===== src/rtl/fwd_hazard_ctrl_pkg.sv =====
// Shared select encodings and pipeline-record type for the EX operand
// forwarding / hazard controller.
package fwd_hazard_ctrl_pkg;

  localparam logic [2:0] SEL_RF    = 3'b000;
  localparam logic [2:0] SEL_EXMEM = 3'b001;
  localparam logic [2:0] SEL_MEMWB = 3'b010;
  localparam logic [2:0] SEL_IMM   = 3'b011;
  localparam logic [2:0] SEL_HILO  = 3'b100;

  localparam int REC_AW = 5;

  typedef struct packed {
    logic              we;
    logic [REC_AW-1:0] wreg;
    logic              load;
  } pipe_rec_t;

  localparam pipe_rec_t REC_BUBBLE = '{we: 1'b0, wreg: '0, load: 1'b0};

endpackage


===== src/rtl/fwd_hazard_ctrl_muldiv_timer.sv =====
// Countdown for an in-flight mul/div: loads on launch, counts to zero,
// busy while non-zero. Reset abandons the operation immediately.
module muldiv_timer #(
  parameter int MULDIV_CYCLES = 4
) (
  input  logic clk,
  input  logic rst,
  input  logic load,
  output logic busy
);

  localparam logic [3:0] LOAD_VAL = 4'(MULDIV_CYCLES);

  logic [3:0] cnt_p1;

  always_ff @(posedge clk or posedge rst) begin
    if (rst) begin
      cnt_p1 <= '0;
    end else if (load) begin
      cnt_p1 <= LOAD_VAL;
    end else if (cnt_p1 != '0) begin
      cnt_p1 <= cnt_p1 - 4'd1;
    end
  end

  // Combinational so the 1->0 step releases a waiting HI/LO reader at once.
  assign busy = (cnt_p1 != '0);

endmodule


===== src/rtl/fwd_hazard_ctrl.sv =====
// EX-stage operand A/B select generation with load-use and mul/div stalls.
// Tracks the destination of the instructions currently in EX and MEM.
module fwd_hazard_ctrl
  import fwd_hazard_ctrl_pkg::*;
#(
  parameter int REG_AW        = 5,
  parameter int MULDIV_CYCLES = 4
) (
  input  logic              clk,
  input  logic              rst,
  input  logic              id_valid,
  input  logic [REG_AW-1:0] id_rs,
  input  logic [REG_AW-1:0] id_rt,
  input  logic              id_use_rs,
  input  logic              id_use_rt,
  input  logic              id_imm_b,
  input  logic              id_hilo_rd,
  input  logic [REG_AW-1:0] id_wreg,
  input  logic              id_we,
  input  logic              id_load,
  input  logic              id_muldiv,
  input  logic              flush,
  output logic [2:0]        ex_sel_a,
  output logic [2:0]        ex_sel_b,
  output logic              stall,
  output logic              muldiv_busy
);

  pipe_rec_t         ex_rec_p1;
  logic              mem_we_p2;
  logic [REC_AW-1:0] mem_wreg_p2;

  logic ex_hit_a, ex_hit_b, mem_hit_a, mem_hit_b;
  logic load_use, muldiv_hold, accept;
  logic [2:0] sel_a_p0, sel_b_p0;

  // Register 0 is hard-wired, so a write to it never counts as a producer.
  function automatic logic src_match(input logic use_src, input logic rec_we,
                                     input logic [REC_AW-1:0] rec_wreg,
                                     input logic [REG_AW-1:0] src);
    return use_src && rec_we && (rec_wreg == REC_AW'(src)) && (src != '0);
  endfunction

  function automatic logic [2:0] pick_sel(input logic take, input logic ovr,
                                          input logic [2:0] ovr_sel,
                                          input logic ex_hit, input logic mem_hit);
    if (!take)   return SEL_RF;
    if (ovr)     return ovr_sel;
    if (ex_hit)  return SEL_EXMEM;
    if (mem_hit) return SEL_MEMWB;
    return SEL_RF;
  endfunction

  // Stage p0: hazard detection and select decode for the ID instruction
  assign ex_hit_a  = src_match(id_use_rs, ex_rec_p1.we, ex_rec_p1.wreg, id_rs);
  assign ex_hit_b  = src_match(id_use_rt, ex_rec_p1.we, ex_rec_p1.wreg, id_rt);
  assign mem_hit_a = src_match(id_use_rs, mem_we_p2, mem_wreg_p2, id_rs);
  assign mem_hit_b = src_match(id_use_rt, mem_we_p2, mem_wreg_p2, id_rt);

  assign load_use    = id_valid && ex_rec_p1.load && (ex_hit_a || ex_hit_b);
  assign muldiv_hold = id_valid && (id_hilo_rd || id_muldiv) && muldiv_busy;
  assign stall       = !flush && (load_use || muldiv_hold);
  assign accept      = id_valid && !stall && !flush;

  assign sel_a_p0 = pick_sel(accept, id_hilo_rd, SEL_HILO, ex_hit_a, mem_hit_a);
  assign sel_b_p0 = pick_sel(accept, id_imm_b, SEL_IMM, ex_hit_b, mem_hit_b);

  // Stage p1/p2: EX and MEM destination records, registered selects
  always_ff @(posedge clk or posedge rst) begin
    if (rst) begin
      ex_rec_p1   <= REC_BUBBLE;
      mem_we_p2   <= 1'b0;
      mem_wreg_p2 <= '0;
      ex_sel_a    <= SEL_RF;
      ex_sel_b    <= SEL_RF;
    end else begin
      mem_we_p2   <= ex_rec_p1.we;
      mem_wreg_p2 <= ex_rec_p1.wreg;
      if (accept) begin
        ex_rec_p1 <= '{we: id_we, wreg: REC_AW'(id_wreg), load: id_load};
      end else begin
        ex_rec_p1 <= REC_BUBBLE;
      end
      ex_sel_a <= sel_a_p0;
      ex_sel_b <= sel_b_p0;
    end
  end

  muldiv_timer #(
    .MULDIV_CYCLES(MULDIV_CYCLES)
  ) u_muldiv_timer (
    .clk (clk),
    .rst (rst),
    .load(accept && id_muldiv),
    .busy(muldiv_busy)
  );

endmodule


===== config.mk =====
export PLATFORM = sky130hd
export DESIGN_NAME = fwd_hazard_ctrl
export DESIGN_NICKNAME = d
export VERILOG_FILES = /design/src/rtl/fwd_hazard_ctrl_pkg.sv /design/src/rtl/fwd_hazard_ctrl_muldiv_timer.sv /design/src/rtl/fwd_hazard_ctrl.sv
export SDC_FILE = /design/constraint.sdc
export NUM_CORES = 1
export LEC_CHECK = 0
export ABC_AREA = 1
export BUFFER_PORTS_ARGS = -buffer_cell sky130_fd_sc_hd__buf_2
export CAP_MARGIN = 20
export CORE_AREA = 2 2 64 66
export CTS_CLUSTER_SIZE = 20
export DETAILED_ROUTE_END_ITERATION = 10
export DIE_AREA = 0 0 66 68
export PLACE_DENSITY = 0.57
export SLEW_MARGIN = 40
export SYNTH_ARGS = -nofsm -noshare
export SYNTH_HDL_FRONTEND = slang
export SYNTH_SLANG_ARGS = --single-unit

===== constraint.sdc =====
create_clock -name clk -period 3.6 [get_ports clk]
set_input_delay 0.36 -clock clk [delete_from_list [all_inputs] [get_ports clk]]
set_output_delay 0.36 -clock clk [all_outputs]
set_load 0.05 [all_outputs]

==> impl_results.md <==
* Setup crit end: stall
* Flop-to-flop setup slack at 1980 ps
* CTS tree: done
* Worst R2R End: ex_rec_p1[6]$_DFF_PP0_
* CP Capture Type: primary output
* DR pass1 iterations at 4
* Kind of cell adding the most delay to the critical path: flip-flops
* Largest net degree at the start of global routing at 23
* Number of warning messages in the yosys log at 0
* Endpoints failing setup at 0
* Post-Syn Area at 1260 sq um
* WS Path Type: reg2out
* Ys flop type: dfrtp_1
* Post-layout min period at 2070 ps
* Final WL at 2570 microns
* Synth area leaders: dfrtp_1 (44%), nand2_1 (13%), inv_1 (7.4%)
* WP buf/inv at 2
* Worst path cell trace: inv_1, ha_1, nand3_1, o211ai_2, a21boi_2, nor2_1, buf_2
* I/O pins at 34
* Commonest cells in the netlist: nand2_1 (45), inv_1 (25), dfrtp_1 (22)
* Top-count cell post-synth: nand2_1
* Core area at 3860 sq um
* Crit Path Max Fanout at 5
* Fin Clk Skew at 3.73 ps
* Yosys reg bits at 22
* Die height at 68 microns
* WL per Instance at 10.1 microns
* Highest clock rate at 0.484 GHz
* Total Routing Usage GR at 13.3%
* Initial drt markers at 32
* Routed vias/inst at 4.25
* Crit share post-route at 57.4%
* CP Depth at 7
* Resized Gates After CTS at 0
* DIE AREA at 4490 sq um
* Ys async rst share at 100%
* Maximum VDD drop at 0.254 mV
* Tot Pwr at 0.672 mW
* Post-CTS setup repair buffer count at 0
* Cts bufs inserted at 3
* Synth Instances at 169
* Leak pwr at 0.839 nW
* Ratio of cells with drive above 1 in the final layout at 33.0%
* Number of global-route vias before repair at 1005
* First-pass GRT wire length at 4400 microns
* Worst R2R Path Depth at 7
* Nets at 232
* Initial Util at 32.8%
* Hold Vio Cnt, Final at 0
* Post-CTS Hold Buffers at 0
* WP data arrival at 1710 ps
* Final worst slack at 1530 ps
* H-Tree Depth at 1
* Clock buffer depth at 2
* Slowest-stage cell, CP: dfrtp_1
* Worst-path clk slew at 70 ps
* CP peak stage delay at 360 ps
* Via count at 1074
* CTS root buffer: clkbuf_8
* RePlAce Congestion at 0.787
* Initial antenna violation count at 0
* Worst Path Required at 3240 ps
* Slew Viols, Final at 0
* Routed Antenna Nets at 0
* Syn avg cell area at 7.48 sq um
* Synth Net Count at 197
* Post-synth top area share at 43.5%
* Synth-to-Final Area Change at 20.5%
* Unique masters post-synth at 25
* Seq/Total Area, Yosys at 43.5%
* Critical Path Start: u_muldiv_timer.cnt_p1[0]$_DFFE_PP0P_
* Grt ovf at 0
* Place WS at 1770 ps
* Diode count at 0
* Setup TNS at 0 ps
* Post-detail-place hpwl at 2110 microns
* RSZ-0062 raised after global routing: no
* Reg-to-reg critical path startpoint: u_muldiv_timer.cnt_p1[0]$_DFFE_PP0P_
* Latest clock arrival within the worst-skew pair at 260 ps
* Min-delay worst type: in2async
* DRC viols at 0
* Rows at 23
* Clock sink total at 22
* Post-synth top area cell: dfrtp_1
* Status: completed
* Pwr per Cell Area at 441 nW/um^2
* I/O Buffers at 32
* EDFF count, synth at 0
* Max-Cap Viols at 0
* Crit start category: flip-flop
* Die X at 66 microns
layer usage:
metal	routed length (microns)	global-route usage, %
met5	0	0
met1	1200	17.4
met2	1190	21.3
met3	115	2.30
met4	61	6.89
per-stage QoR:
| step | util, % | hold WS [ps] | cells | area [sq um] |
|---|---|---|---|---|
| floorplan | - | 349 | 169 | 1260 |
| global placement | 38.1 | 404 | 249 | 1470 |
| detailed placement | 38.1 | 399 | 249 | 1470 |
| CTS | 39.5 | 117 | 253 | 1520 |
| global route | 39.5 | 140 | 253 | 1520 |
| finish | 39.5 | 98.0 | 253 | 1520 |
state kept, by name (all words and copies together), names as in the netlist:
| register | count |
|---|---|
| ex_rec_p1 | 7 |
| ex_sel_a | 3 |
| u_muldiv_timer.cnt_p1 | 4 |
| mem_wreg_p2 | 5 |
| ex_sel_b | 2 |
| mem_we_p2 | 1 |
worst min path at each step:
stage                                      start                              endpoint  slack (ps)  cells after the start
after detailed placement                     rst  u_muldiv_timer.cnt_p1[1]$_DFFE_PP0P_         400                      2
after global routing                         rst                 ex_sel_b[1]$_DFF_PP0_         140                      2
final                                        rst  u_muldiv_timer.cnt_p1[0]$_DFFE_PP0P_         100                      2
after floorplan                              rst                ex_rec_p1[0]$_DFF_PP0_         350                      1
after CTS                                    rst  u_muldiv_timer.cnt_p1[1]$_DFFE_PP0P_         120                      2
after global placement    ex_rec_p1[6]$_DFF_PP0_                   mem_we_p2$_DFF_PP0_         400                      0
layout by cell type, fill, tap and decap left out, drive strengths merged:
master  synthesis  final
a21boi          1      1
nor2           22     22
dfrtp          22     22
buf             2     32
conb            1      1
nand3           9      9
nor3            1      1
inv            36     36
nand4           1      1
xnor2           1      1
nor4            1      1
o21ai           6      6
nand2          49     49
xor2            4      4
clkbuf          0      4
ha              2      2
o22ai           2      2
o211ai          2      2
a21oi           7      7
where the power goes:
part	leakage, nW	switching [mW]	internal [mW]
combinational	0.517	0.126	0.0725
clock	0.0288	0.0747	0.0974
sequential	0.293	0.0198	0.281
cell type report:
cell class,instances,area [sq um]
timing repair buffer,32,160
clock buffer,4,55.1
inverter,36,135
fill,428,2330
multi-input combinational,109,561
tap,50,62.6
sequential,22,551
kinds of logic (layout without fill, tap and decap cells):
group                      after synthesis  after routing  synth area share, %
AOI/OAI and AO/OA                       18             18                 8.60
xor gates and xnor gates                 5              5                 3.46
adders and majority gates                2              2                 1.98
buffers and inverters                   38             72                 12.2
DFF                                     22             22                 43.5
other                                    1              1                0.296
and+or+nand+nor                         83             83                 30.0
(Power assumes the default switching activity.)
